===== src/rtl/huffman_decoder_if.sv =====
// Bundle of the table-load, serial bit and symbol handshake signals.
interface huffman_decoder_if #(
  parameter int unsigned MAXLEN = 8
);
  logic              tbl_valid;
  logic [MAXLEN-1:0] HC1, HC2, HC3, HC4, HC5, HC6;
  logic [MAXLEN-1:0] M1, M2, M3, M4, M5, M6;
  logic              bit_in;
  logic              bit_valid;
  logic              bit_ready;
  logic [2:0]        sym_out;
  logic              sym_valid;
  logic              sym_ready;
  logic              err;
  logic [15:0]       sym_cnt;

  modport master (
    output tbl_valid, HC1, HC2, HC3, HC4, HC5, HC6, M1, M2, M3, M4, M5, M6,
    output bit_in, bit_valid, sym_ready,
    input  bit_ready, sym_out, sym_valid, err, sym_cnt
  );

  modport slave (
    input  tbl_valid, HC1, HC2, HC3, HC4, HC5, HC6, M1, M2, M3, M4, M5, M6,
    input  bit_in, bit_valid, sym_ready,
    output bit_ready, sym_out, sym_valid, err, sym_cnt
  );
endinterface


===== src/rtl/huffman_decoder.sv =====
// Serial MSB-first Huffman decoder for a six-symbol code table.
module huffman_decoder #(
  parameter int unsigned MAXLEN = 8
) (
  input logic            clk,
  input logic            reset,
  huffman_decoder_if.slave bus
);

  localparam int unsigned LW = $clog2(MAXLEN) + 1;

  typedef enum logic [1:0] {IDLE, DECODE, OUT, ERR} state_t;

  state_t            state, state_n;
  logic [MAXLEN-1:0] hc [6];
  logic [MAXLEN-1:0] m  [6];
  logic [MAXLEN-1:0] acc, acc_n;
  logic [LW-1:0]     len, len_n;
  logic [2:0]        sym, sym_n;
  logic              vld, vld_n;
  logic              err_q, err_n;
  logic [15:0]       cnt, cnt_n;

  logic [MAXLEN-1:0] shifted;
  logic [LW-1:0]     len_inc;
  logic [MAXLEN-1:0] len_mask;
  logic              hit;
  logic [2:0]        hit_sym;
  logic              accept;

  assign bus.bit_ready = (state == DECODE) && !bus.tbl_valid;
  assign bus.sym_out   = sym;
  assign bus.sym_valid = vld;
  assign bus.err       = err_q;
  assign bus.sym_cnt   = cnt;
  assign accept        = bus.bit_valid && bus.bit_ready;

  // Match the accumulator-plus-incoming-bit against every table entry.
  always_comb begin
    shifted = {acc[MAXLEN-2:0], bus.bit_in};
    len_inc = len + LW'(1);
    for (int unsigned i = 0; i < MAXLEN; i++) begin
      len_mask[i] = (i < 32'(len_inc));
    end
    hit     = 1'b0;
    hit_sym = '0;
    // Scan downward so the lowest-numbered matching symbol is the one kept.
    for (int unsigned k = 6; k > 0; k--) begin
      if ((m[k-1] != '0) && (m[k-1] == len_mask) &&
          ((shifted & m[k-1]) == hc[k-1])) begin
        hit     = 1'b1;
        hit_sym = 3'(k);
      end
    end
  end

  // Next-state and datapath update; a table load overrides every handshake.
  always_comb begin
    state_n = state;
    acc_n   = acc;
    len_n   = len;
    sym_n   = sym;
    vld_n   = vld;
    err_n   = err_q;
    cnt_n   = cnt;
    if (bus.tbl_valid) begin
      acc_n   = '0;
      len_n   = '0;
      vld_n   = 1'b0;
      err_n   = 1'b0;
      cnt_n   = '0;
      state_n = DECODE;
    end else begin
      case (state)
        DECODE: begin
          if (accept) begin
            if (hit) begin
              sym_n   = hit_sym;
              vld_n   = 1'b1;
              acc_n   = '0;
              len_n   = '0;
              state_n = OUT;
            end else if (32'(len_inc) == MAXLEN) begin
              err_n   = 1'b1;
              state_n = ERR;
            end else begin
              acc_n = shifted;
              len_n = len_inc;
            end
          end
        end
        OUT: begin
          if (bus.sym_ready) begin
            vld_n   = 1'b0;
            cnt_n   = cnt + 16'd1;
            state_n = DECODE;
          end
        end
        ERR: begin
          err_n = 1'b1;
        end
        default: begin
          state_n = IDLE;
        end
      endcase
    end
  end

  // State and datapath registers.
  always_ff @(posedge clk) begin
    if (reset) begin
      state <= IDLE;
      acc   <= '0;
      len   <= '0;
      sym   <= '0;
      vld   <= 1'b0;
      err_q <= 1'b0;
      cnt   <= '0;
    end else begin
      state <= state_n;
      acc   <= acc_n;
      len   <= len_n;
      sym   <= sym_n;
      vld   <= vld_n;
      err_q <= err_n;
      cnt   <= cnt_n;
    end
  end

  // Code table capture on a load pulse.
  always_ff @(posedge clk) begin
    if (reset) begin
      for (int unsigned i = 0; i < 6; i++) begin
        hc[i] <= '0;
        m[i]  <= '0;
      end
    end else if (bus.tbl_valid) begin
      hc[0] <= bus.HC1;  m[0] <= bus.M1;
      hc[1] <= bus.HC2;  m[1] <= bus.M2;
      hc[2] <= bus.HC3;  m[2] <= bus.M3;
      hc[3] <= bus.HC4;  m[3] <= bus.M4;
      hc[4] <= bus.HC5;  m[4] <= bus.M5;
      hc[5] <= bus.HC6;  m[5] <= bus.M6;
    end
  end

endmodule


===== src/flat_wrapper.sv =====
// flat-port wrapper written by rule: the top's interface ports become plain ports
module huffman_decoder_flat 
#(
  parameter int unsigned MAXLEN = 8
)
  (clk, reset, bus_tbl_valid, bus_HC1, bus_HC2, bus_HC3, bus_HC4, bus_HC5, bus_HC6, bus_M1, bus_M2, bus_M3, bus_M4, bus_M5, bus_M6, bus_bit_in, bus_bit_valid, bus_sym_ready, bus_bit_ready, bus_sym_out, bus_sym_valid, bus_err, bus_sym_cnt);
  huffman_decoder_if #(.MAXLEN(MAXLEN)) bus_i ();
  input logic clk;
  input logic reset;
  input wire logic [$bits(bus_i.tbl_valid)-1:0] bus_tbl_valid;
  input wire logic [$bits(bus_i.HC1)-1:0] bus_HC1;
  input wire logic [$bits(bus_i.HC2)-1:0] bus_HC2;
  input wire logic [$bits(bus_i.HC3)-1:0] bus_HC3;
  input wire logic [$bits(bus_i.HC4)-1:0] bus_HC4;
  input wire logic [$bits(bus_i.HC5)-1:0] bus_HC5;
  input wire logic [$bits(bus_i.HC6)-1:0] bus_HC6;
  input wire logic [$bits(bus_i.M1)-1:0] bus_M1;
  input wire logic [$bits(bus_i.M2)-1:0] bus_M2;
  input wire logic [$bits(bus_i.M3)-1:0] bus_M3;
  input wire logic [$bits(bus_i.M4)-1:0] bus_M4;
  input wire logic [$bits(bus_i.M5)-1:0] bus_M5;
  input wire logic [$bits(bus_i.M6)-1:0] bus_M6;
  input wire logic [$bits(bus_i.bit_in)-1:0] bus_bit_in;
  input wire logic [$bits(bus_i.bit_valid)-1:0] bus_bit_valid;
  input wire logic [$bits(bus_i.sym_ready)-1:0] bus_sym_ready;
  output wire logic [$bits(bus_i.bit_ready)-1:0] bus_bit_ready;
  output wire logic [$bits(bus_i.sym_out)-1:0] bus_sym_out;
  output wire logic [$bits(bus_i.sym_valid)-1:0] bus_sym_valid;
  output wire logic [$bits(bus_i.err)-1:0] bus_err;
  output wire logic [$bits(bus_i.sym_cnt)-1:0] bus_sym_cnt;
  assign bus_i.tbl_valid = bus_tbl_valid;
  assign bus_i.HC1 = bus_HC1;
  assign bus_i.HC2 = bus_HC2;
  assign bus_i.HC3 = bus_HC3;
  assign bus_i.HC4 = bus_HC4;
  assign bus_i.HC5 = bus_HC5;
  assign bus_i.HC6 = bus_HC6;
  assign bus_i.M1 = bus_M1;
  assign bus_i.M2 = bus_M2;
  assign bus_i.M3 = bus_M3;
  assign bus_i.M4 = bus_M4;
  assign bus_i.M5 = bus_M5;
  assign bus_i.M6 = bus_M6;
  assign bus_i.bit_in = bus_bit_in;
  assign bus_i.bit_valid = bus_bit_valid;
  assign bus_i.sym_ready = bus_sym_ready;
  assign bus_bit_ready = bus_i.bit_ready;
  assign bus_sym_out = bus_i.sym_out;
  assign bus_sym_valid = bus_i.sym_valid;
  assign bus_err = bus_i.err;
  assign bus_sym_cnt = bus_i.sym_cnt;
  huffman_decoder #(.MAXLEN(MAXLEN)) u_core (.clk(clk), .reset(reset), .bus(bus_i));
endmodule

===== config.mk =====
export PLATFORM = sky130hd
export DESIGN_NAME = huffman_decoder_flat
export DESIGN_NICKNAME = d
export VERILOG_FILES = /design/src/rtl/huffman_decoder_if.sv /design/src/rtl/huffman_decoder.sv /design/src/flat_wrapper.sv
export SDC_FILE = /design/constraint.sdc
export NUM_CORES = 1
export LEC_CHECK = 0
export CORE_ASPECT_RATIO = 1.75
export CORE_UTILIZATION = 50
export CTS_BUF_LIST = sky130_fd_sc_hd__clkbuf_8
export DETAILED_ROUTE_END_ITERATION = 12
export MAX_ROUTING_LAYER = met4
export PLACE_DENSITY = 0.88
export SETUP_SLACK_MARGIN = 0.1
export SYNTH_ARGS = -nofsm -noshare
export SYNTH_HDL_FRONTEND = slang
export SYNTH_SLANG_ARGS = --single-unit

===== constraint.sdc =====
create_clock -name clk -period 12.05 [get_ports clk]
set_clock_uncertainty 0.1 [all_clocks]
set_input_delay 3.615 -clock clk [delete_from_list [all_inputs] [get_ports clk]]
set_output_delay 3.615 -clock clk [all_outputs]
set_load 0.005 [all_outputs]

==> reports/qor.yml <==
status: "complete, no violations"
p_int_mw: 0.7426
synthDistinctLibCells: 66
crit_arrival_ns: 4.81
p_sw_mw: 0.2665
die_x_um: 92.44
crit_chain: "clkdlybuf4s50_1 -> nor2_1 -> clkdlybuf4s50_1"
p_clk_share_pct: 35.7
drv_cap: 0
final_common_cell: "clkdlybuf4s50_1"
ant_nets: 0
drc: 0
cpMostUsedCell: "clkdlybuf4s50_1"
final_cell_mix: "clkdlybuf4s50_1 (123), and2_1 (98), edfxtp_1 (96)"
syn_area_mm2: 0.007157
worst-path-buf-inv: 2
die_h_um: 160.3
nFillCells: 1128
max_stage_delay_ns: 0.53
cts_buffers: 17
area_growth_pct: 23.86
grt_pass1_wl_mm: 28.08
end_kind: "output port"
syn-instance-count: 698
cts_tree: "yes"
synth_compound_area_share_pct: 13.43
place_hpwl_mm: 12.71
synth_mux_area_share_pct: 1.119
hold_class: "flip-flop to flip-flop"
min_path_cells: 2
n_antenna_cell: 0
grtUsageTotal_pct: 25.45
ys_ff_latch: 130
hold_viol_final: 0
clockRootBuffer: "clkbuf_8"
stdcell_count: 999
cts_hold_buffers: 0
pre_cts_slack_ns: 3.534
yosysTopAreaCell: "edfxtp_1"
dr.pass1.iters: 6
first_global_vias: 5873
ys_seq_area_share_pct: 49.79
wl_mm: 17.88
crit_cells: 3
grt_setup_unrepaired: "false"
worstMarginPinSlew_ns: 1.057
setup_tns_ns: 0
clock_latency_ns: 0.45
grt_antenna_before_repair: 0
synthAdderAreaFrac_pct: 1.049
finalMaxSlewViolations: 0
path_clk_slew_ns: 0.08
core_mm2: 0.01391
place.gp.congestion: 0.9618
viasPerCell: 5.925
syn_avg_cell_area_um2: 10.25
synth_top_family_by_area: "simple AND/OR/NAND/NOR gates"
synth_nets: 806
period_needed_ns: 8.525
synth.area.top_cells: "edfxtp_1 (40%), dfxtp_1 (9.5%), and2_1 (8.6%), xor2_1 (5.8%), nand2_1 (2.9%)"
floorplan.rows: 57
yosys_warnings: 0
h-tree-depth: 4
worstSetupPathType: "input pin to output port"
wl_per_cell_um: 17.90
ir_worst_vdd_mv: 0.07039
critPathTopFamily: "buffers and inverters"
max_slew_margin_pct: 29.27
cts_resized: 0
pwr-share-comb_pct: 10.9
yosys.area_share.simple_pct: 24.42
reg2reg_depth: 11
period_share_pct: 70.75
fmaxAchievable_mhz: 117.3
initial_core_util_pct: 51.46
io_pins: 124
synthArstFlopShare_pct: 0
drive_gt1_share_pct: 6.569
die_area_mm2: 0.01482
post_cts_buffers: 0
grt_max_degree: 97
synthXorXnorAreaFrac_pct: 7.465
power_density_mw_per_mm2: 113.8
setup_viol: 0
pwr-share-seq_pct: 53.4
clk_path_buf_depth: 2
vias: 5919
p_sw_share_pct: 26.41
cts_sinks: 130
critical_path.max_fanout: 5
synth-main-ff-cell: "edfxtp_1"
whs_ns: 0.4132
port_buffers: 123
cp.required_ns: 8.34
critPathSlowestCell: "clkdlybuf4s50_1"
dr.first_iter.drc_count: 402
finalNetCount: 917
grt.overflow.total: 0
startpoint_type: "input pin"
leakage_nw: 3.216
synth_edf_count: 96
synth_top_area_share_pct: 40.28
layout_setup_ws_ns: 3.525
dp.cells: 967
[sequential cells by signal, indices dropped and copies added, names as in the netlist]
register,flops
u_core.bus.err,1
u_core.state,2
u_core.hc,48
u_core.bus.sym_out,3
u_core.acc,7
u_core.m,48
u_core.bus.sym_cnt,16
u_core.len,4
u_core.bus.sym_valid,1
[power by group through the flow]
stage	Sequential [mW]	Combinational, mW	Clock, mW
global route	0.541	0.121	0.381
finish	0.538	0.110	0.361
detailed placement	0.547	0.109	0
global placement	0.546	0.106	0
CTS	0.537	0.110	0.364
floorplan	0.538	0.0644	0
[worst reg2reg max path, delay by kind of cell, from the launching register on]
| kind | cells | cell delay [ns] |
|---|---|---|
| AND/OR/NAND/NOR | 4 | 1.27 |
| adder cells (fa/ha/maj) | 1 | 0.55 |
| AO/OA/AOI/OAI | 4 | 1.41 |
| flip-flops | 1 | 0.58 |
| XOR/XNOR | 1 | 0.10 |
| buffers and inverters | 1 | 0.14 |
[path summary, 6_finish.rpt]
path,slack [ns],start,to
min reg2reg,0.41,u_core.bus.sym_cnt[1]$_SDFFE_PP0P_,u_core.bus.sym_cnt[1]$_SDFFE_PP0P_
max reg2reg,7.78,u_core.len[0]$_SDFFE_PP0P_,u_core.acc[3]$_SDFFE_PP0P_
max,3.53,bus_tbl_valid,bus_bit_ready
min,0.41,u_core.bus.sym_cnt[1]$_SDFFE_PP0P_,u_core.bus.sym_cnt[1]$_SDFFE_PP0P_
[synth_stat cells (3+ instances only)]
cell        n
nand4_1    23
nor3b_1     3
inv_1      13
o41ai_1     4
a21oi_1    40
o211ai_1    3
o21a_1      4
o21ai_0    15
o2111ai_1   4
dfxtp_1    34
a32o_1      9
or4_1       6
a21bo_2     3
a211oi_1    6
nor2_1     32
a21o_1      7
xor2_1     47
ha_1        6
and3_1     14
clkbuf_1   26
a2111oi_0   4
o22a_1      6
edfxtp_1   96
and2_1     98
o31ai_1     5
mux2i_1     8
nor4_1     10
and3b_1     4
nor3_1     15
xnor2_1    14
buf_2       3
nor2b_1     7
or3_1      13
nand2_1    56
a22oi_1     3
nand3_1    14
a21boi_0    5
[routing by layer]
layer | wire (um) | GRT usage (%) | up-vias
li1 | - | - | 2785
met1 | 6299 | 26.03 | 2770
met2 | 9384 | 43.91 | 262
met3 | 965 | 3.905 | 102
met5 | 0 | - | -
met4 | 1234 | 17.33 | 0
[metrics by stage]
stage / total power [mW] / util (%) / area [um2]
finish: 1.009 / 63.74 / 8865
global route: 1.043 / 63.74 / 8865
CTS: 1.011 / 63.74 / 8865
detailed placement: 0.6562 / 61.03 / 8488
global placement: 0.6519 / 61.03 / 8488
floorplan: 0.6021 / - / 7157
[cell families after synthesis]
kind of cell / Yosys count
fa+ha+maj: 6
compound gates: 136
flops: 130
xor+xnor: 61
mux: 8
simple gates: 311
buf+inv: 46
[layout make-up]
type | instances | area, um2 | share of cell area [%]
clock buffer | 17 | 234.0 | 2.639
clock inverter | 15 | 142.6 | 1.609
inverter | 13 | 51.30 | 0.5787
multi-input combinational | 522 | 3406 | 38.42
sequential | 130 | 3563 | 40.20
tap | 177 | 221.5 | 2.498
timing repair buffer | 125 | 1246 | 14.06
No activity file was read; power rests on OpenSTA's default activity.
